--- config.mk ---
export PLATFORM = sky130hd
export DESIGN_NAME = lcd_hex_writer
export DESIGN_NICKNAME = d
export VERILOG_FILES = /design/src/rtl/lcd_hex_writer.sv
export SDC_FILE = /design/constraint.sdc
export NUM_CORES = 1
export LEC_CHECK = 0
export ABC_AREA = 1
export CAP_MARGIN = 30
export CORE_MARGIN = 1
export CORE_UTILIZATION = 35
export CTS_CLUSTER_DIAMETER = 150
export DETAILED_ROUTE_END_ITERATION = 12
export SLEW_MARGIN = 15
export SYNTH_ARGS = -nofsm -noshare
export SYNTH_HDL_FRONTEND = slang
export SYNTH_SLANG_ARGS = --single-unit
--- constraint.sdc ---
create_clock -name clk -period 2.6 [get_ports clk]
set_clock_uncertainty 0.15 [all_clocks]
set_input_delay 0.26 -clock clk [delete_from_list [all_inputs] [get_ports clk]]
set_output_delay 0.26 -clock clk [all_outputs]
set_load 0.005 [all_outputs]
--- src/rtl/lcd_hex_writer.sv ---
// lcd_hex_writer: formats queued 16-bit values as four ASCII hex characters
// and streams them, one character per clock, into the LCD character buffer.
// A pending clear fills all 32 locations with spaces and is served first.
module lcd_hex_writer #(
  parameter int DEPTH     = 4,
  parameter bit UPPERCASE = 1'b1
) (
  input  logic        clk,
  input  logic        rst_n,
  input  logic        reqValid,
  output logic        reqReady,
  input  logic [2:0]  reqSlot,
  input  logic [15:0] reqValue,
  input  logic        reqBlank,
  input  logic        clearReq,
  output logic        busy,
  output logic        writeEnable,
  output logic [4:0]  location,
  output logic [7:0]  data
);
  localparam int AW = $clog2(DEPTH);

  typedef struct packed {
    logic [2:0]  slot;
    logic [15:0] value;
    logic        blank;
  } req_t;

  typedef enum logic [1:0] {IDLE, EMIT, CLEAR} state_t;

  req_t          r_mem [DEPTH];
  logic [AW-1:0] r_wptr, r_rptr;
  logic [AW:0]   r_count;
  state_t        r_state, w_state_nxt;
  logic [4:0]    r_idx, w_idx_nxt;
  req_t          r_work, w_work_nxt;
  logic          r_clr_pend;
  logic          w_push, w_pop, w_enter_clear, w_decide;
  logic          w_we;
  logic [4:0]    w_loc;
  logic [7:0]    w_data;
  logic [3:0]    w_nib;

  // Digits map from 0x30; letters are offset so that 10 lands on 'A' or 'a'.
  function automatic logic [7:0] hex_ascii(input logic [3:0] n);
    if (n < 4'd10) return 8'h30 + {4'h0, n};
    return (UPPERCASE ? 8'h37 : 8'h57) + {4'h0, n};
  endfunction

  // Full is judged on the registered count, so a same-edge pop never frees a slot.
  assign reqReady = r_count < (AW+1)'(DEPTH);
  assign w_push   = reqValid && reqReady;
  // The final write is still on the bus during the cycle after the last state step.
  assign busy     = (r_state != IDLE) || (r_count != '0) || r_clr_pend || writeEnable;

  // Request storage; contents need no reset since the count qualifies them.
  always_ff @(posedge clk) begin
    if (w_push) r_mem[r_wptr] <= '{slot: reqSlot, value: reqValue, blank: reqBlank};
  end

  // FIFO pointers and occupancy.
  always_ff @(posedge clk or negedge rst_n) begin
    if (!rst_n) begin
      r_wptr  <= '0;
      r_rptr  <= '0;
      r_count <= '0;
    end else begin
      if (w_push) r_wptr <= r_wptr + AW'(1);
      if (w_pop)  r_rptr <= r_rptr + AW'(1);
      r_count <= r_count + {{AW{1'b0}}, w_push} - {{AW{1'b0}}, w_pop};
    end
  end

  // Clear request latch; a request arriving during a clear is absorbed by it.
  always_ff @(posedge clk or negedge rst_n) begin
    if (!rst_n)                            r_clr_pend <= 1'b0;
    else if (w_enter_clear)                r_clr_pend <= 1'b0;
    else if (clearReq && r_state != CLEAR) r_clr_pend <= 1'b1;
  end

  // State, index, working request and the registered LCD write port.
  always_ff @(posedge clk or negedge rst_n) begin
    if (!rst_n) begin
      r_state     <= IDLE;
      r_idx       <= '0;
      r_work      <= '0;
      writeEnable <= 1'b0;
      location    <= '0;
      data        <= '0;
    end else begin
      r_state     <= w_state_nxt;
      r_idx       <= w_idx_nxt;
      r_work      <= w_work_nxt;
      writeEnable <= w_we;
      if (w_we) begin
        location <= w_loc;
        data     <= w_data;
      end
    end
  end

  // Character generation and the shared idle decision, also taken on the last
  // character of a transaction so consecutive transactions have no bubble.
  always_comb begin
    w_state_nxt   = r_state;
    w_idx_nxt     = r_idx;
    w_work_nxt    = r_work;
    w_pop         = 1'b0;
    w_enter_clear = 1'b0;
    w_we          = 1'b0;
    w_loc         = '0;
    w_data        = '0;
    w_nib         = '0;
    w_decide      = (r_state == IDLE) ||
                    (r_state == EMIT  && r_idx[1:0] == 2'd3) ||
                    (r_state == CLEAR && r_idx == 5'd31);
    case (r_state)
      EMIT: begin
        case (r_idx[1:0])
          2'd0:    w_nib = r_work.value[15:12];
          2'd1:    w_nib = r_work.value[11:8];
          2'd2:    w_nib = r_work.value[7:4];
          default: w_nib = r_work.value[3:0];
        endcase
        w_we      = 1'b1;
        w_loc     = {r_work.slot, r_idx[1:0]};
        w_data    = r_work.blank ? 8'h20 : hex_ascii(w_nib);
        w_idx_nxt = r_idx + 5'd1;
      end
      CLEAR: begin
        w_we      = 1'b1;
        w_loc     = r_idx;
        w_data    = 8'h20;
        w_idx_nxt = r_idx + 5'd1;
      end
      default: ;
    endcase
    if (w_decide) begin
      w_idx_nxt = '0;
      if (r_clr_pend) begin
        w_state_nxt   = CLEAR;
        w_enter_clear = 1'b1;
      end else if (r_count != '0) begin
        w_state_nxt = EMIT;
        w_pop       = 1'b1;
        w_work_nxt  = r_mem[r_rptr];
      end else begin
        w_state_nxt = IDLE;
      end
    end
  end
endmodule
==> results by group <==
Outcome
  – Status: finished clean

CTS
  – Clk root buf: clkbuf_16
  – Clock latency on the worst-skew pair: 420 ps
  – Clock transition at the registers of the reported paths: roughly 60 ps
  – CTS tree: done
  – H-tree depth: 4
  – Total CTS buffers: 17
  – Clk sink count: 128
  – Clk buf depth: 2

Global route
  – Initial antenna violation count: 0
  – Largest net degree at the start of global routing: between 40 and 50
  – Gr ovfl total: 0
  – GRT Total Usage: 0.152
  – First-pass GRT wire length: 18400 um
  – Met1 usage: 0.188
  – Global route hottest layer: met2
  – Met2 Use GR: 0.251
  – GR Util met3: 0.0396
  – Number of global-route vias before repair: 3682

Floorplanning
  – Die area: 0.0161 mm2
  – Core ar.: 0.0152 mm2
  – Die Y: about 130 um
  – Die W: 127 um
  – Io pins: 40
  – Initial Utilization: 0.359
  – Rows: 45

Synthesis
  – Cells after Synth: 484
  – Mapped cell area: 0.00545 mm2
  – Syn. warnings: 0
  – Ys async rst share: 0.375
  – Synth Net Count: 524
  – Synth cell types: 35
  – EDFF count, synth: 80
  – Synthesized flop and latch total: ~130
  – Seq/Total Area, Yosys: 0.661
  – Synth Flop Type: edfxtp_1
  – Syn avg cell area: approximately 11 um2

Drt
  – Final WL: 11100 um
  – Routed vias/inst: 4.75
  – Initial drt markers: 257
  – TritonRoute pass-1 iters: 5
  – Post-route ant nets: 0
  – Total number of vias: 3513
  – Wire length per cell: 15.0 um
  – Drt drc: 0

Power and ir drop
  – Internal: about 5.3 mW
  – PD cells: 1250 mW/mm2
  – Tot Pwr: 8.35 mW
  – Comb power frac: 0.360
  – Pleak: 2.61 nW
  – Clock share of power: 0.284
  – Sequential group share of total power: 0.356
  – P_sw: 3.01 mW
  – Worst vdd ir: about 0.58 mV
  – Sw Share: 0.360

Min path
  – Min-delay worst type: primary input to asynchronous set/reset pin

Layout
  – Commonest non-fill, non-tap cell in the layout: nor2_1
  – Final #Nets: 578
  – Ant diodes: 0
  – Layout cells sized above 1: 0.142
  – Finished Core Util: 0.440
  – Commonest cells after routing, fill and taps aside: nor2_1 (114), edfxtp_1 (80), nand2_1 (63)
  – Area Overhead vs Synth: 22.8%

Worst setup path
  – CP Max Fanout: 10
  – Crit path cell chain: ha_4 > inv_2 > nor3_2 > ha_2 > nand2_2 > nand2_4 > nand3_4 > inv_4 > ha_1 > inv_1 > ha_1 > fa_2 > xor2_1
  – Crit-path max cell delay: roughly 440 ps
  – Worst reg-to-reg setup slack: between 100 and 150 ps
  – Worst Path Class, Setup: flip-flop to flip-flop
  – FF-to-FF Start: r_idx[0]
  – Worst EP arrival: 2620 ps
  – Critical Path RT: ~2700 ps
  – Cell mode on critical path: ha_1
  – Startpoint Class: flip-flop
  – CP Capture Type: flip-flop
  – R2r worst-path depth: 13
  – Critical R2R Capture: r_count[2]
  – Crit-path slowest cell: dfrtp_2

Timing
  – Hold WS: approximately 220 ps
  – Final setup fails: 0
  – Min cycle time layout: roughly 2500 ps
  – Sum of negative setup slack: 0 ps
  – RSZ-0062 raised after global routing: no
  – Slew HR: 0.606
  – Final Hold Fails: 0
  – Worst Max-Slew Pin Slew: 590 ps
  – Pins Over Slew Limit: 0
  – Fin crit share: 0.953
  – Achievable Freq: 0.403 GHz

Place
  – Number of port buffers: 38
  – RD Place Congestion: a little over 0.8
  – DP HPWL: 6930 um

Flow run
  – Number of max-cap violations: 0
## cells in the mapped netlist (3+ instances only)
cell | n | area share
a21oi_1 | 5 | 0.0046
a31oi_1 | 5 | 0.0057
a31oi_2 | 15 | 0.034
buf_2 | 5 | 0.0046
buf_6 | 4 | 0.0083
clkbuf_1 | 9 | 0.0062
dfrtp_1 | 48 | 0.22
edfxtp_1 | 80 | 0.44
ha_1 | 15 | 0.034
inv_1 | 31 | 0.021
nand2_1 | 64 | 0.044
nand3_1 | 8 | 0.0073
nor2_1 | 114 | 0.079
nor3_1 | 3 | 0.0028
o21ai_0 | 47 | 0.043
o21ai_1 | 3 | 0.0028
o22ai_1 | 4 | 0.0046
xor2_1 | 4 | 0.0064
## worst max-delay path: cells and delay by family (launching register included)
| kind | cells | cell delay [ps] |
|---|---|---|
| flip-flops | 1 | 440 |
| AND/OR/NAND/NOR | 4 | 330 |
| buffers and inverters | 3 | 140 |
| adder cells (fa/ha/maj) | 5 | 1140 |
| XOR/XNOR | 1 | 170 |
## power groups by stage
stage	clock network [mW]	registers [mW]	logic, mW
4_1_cts	2.41	2.98	3.05
3_3_place_gp	0	2.99	2.97
2_1_floorplan	0	2.94	2.19
5_1_grt	2.49	3.03	3.42
3_5_place_dp	0	3.01	3.03
6_report	2.37	2.97	3.01
## kinds of logic (layout without fill, tap and decap cells)
kind of cell | after synthesis | in the layout | share of synthesized area
compound gates | 82 | 82 | 0.100
other cells | 1 | 1 | 0.000688
fa+ha+maj | 16 | 16 | 0.0381
buf+inv | 54 | 121 | 0.0450
xor+xnor | 5 | 5 | 0.00803
simple gates | 198 | 198 | 0.147
flops | 128 | 128 | 0.661
## how the worst max path moves through the flow
stage                       endpoint  slack [ps]     start
final                     r_count[2]         120  r_idx[0]
after global routing      r_count[2]          20  r_idx[0]
after CTS                 r_count[2]          90  r_idx[0]
after detailed placement  r_count[2]          90  r_idx[0]
after global placement    r_count[2]         180  r_idx[0]
after floorplan           r_count[2]          20  r_idx[1]
## stage by stage
step / worst slack [ps] / cell area (um2) / std cells
finish: 122 / 6700 / 739
global route: 23.1 / 6700 / 739
CTS: 87.8 / 6690 / 739
detailed placement: 91.8 / 6090 / 706
global placement: 182 / 6090 / 706
floorplan: 15.3 / 5480 / 484
## what timing repair did
item / CTS / global route
gates resized for setup: 0 / 1
hold buffers: 1 / 0
setup endpoints to repair: 0 / 2
hold endpoints to repair: 48 / 0
buffers inserted: 0 / 0
## cell type report
class	instances	area [um2]
Tap cell	188	235
Timing Repair Buffer	55	505
Sequential cell	128	3600
Inverter	34	130
Multi-Input combinational cell	302	1630
Clock inverter	14	164
Clock buffer	18	429
Fill cell	1416	8510
## state kept, by name (all words and copies together), names as in the netlist
name / flops
r_work: 20
r_wptr: 2
r_rptr: 2
location: 5
r_idx: 5
r_state: 2
r_clr_pend: 1
writeEnable: 1
r_count: 3
data: 7
r_mem: 80
## per-layer routing
metal / routed length [um] / vias to the layer above
met3: 478 / 14
met1: 5220 / 1666
li1: - / 1750
met2: 5250 / 83
met4: 148 / 0
met5: 0 / -
(Power assumes the default switching activity.)
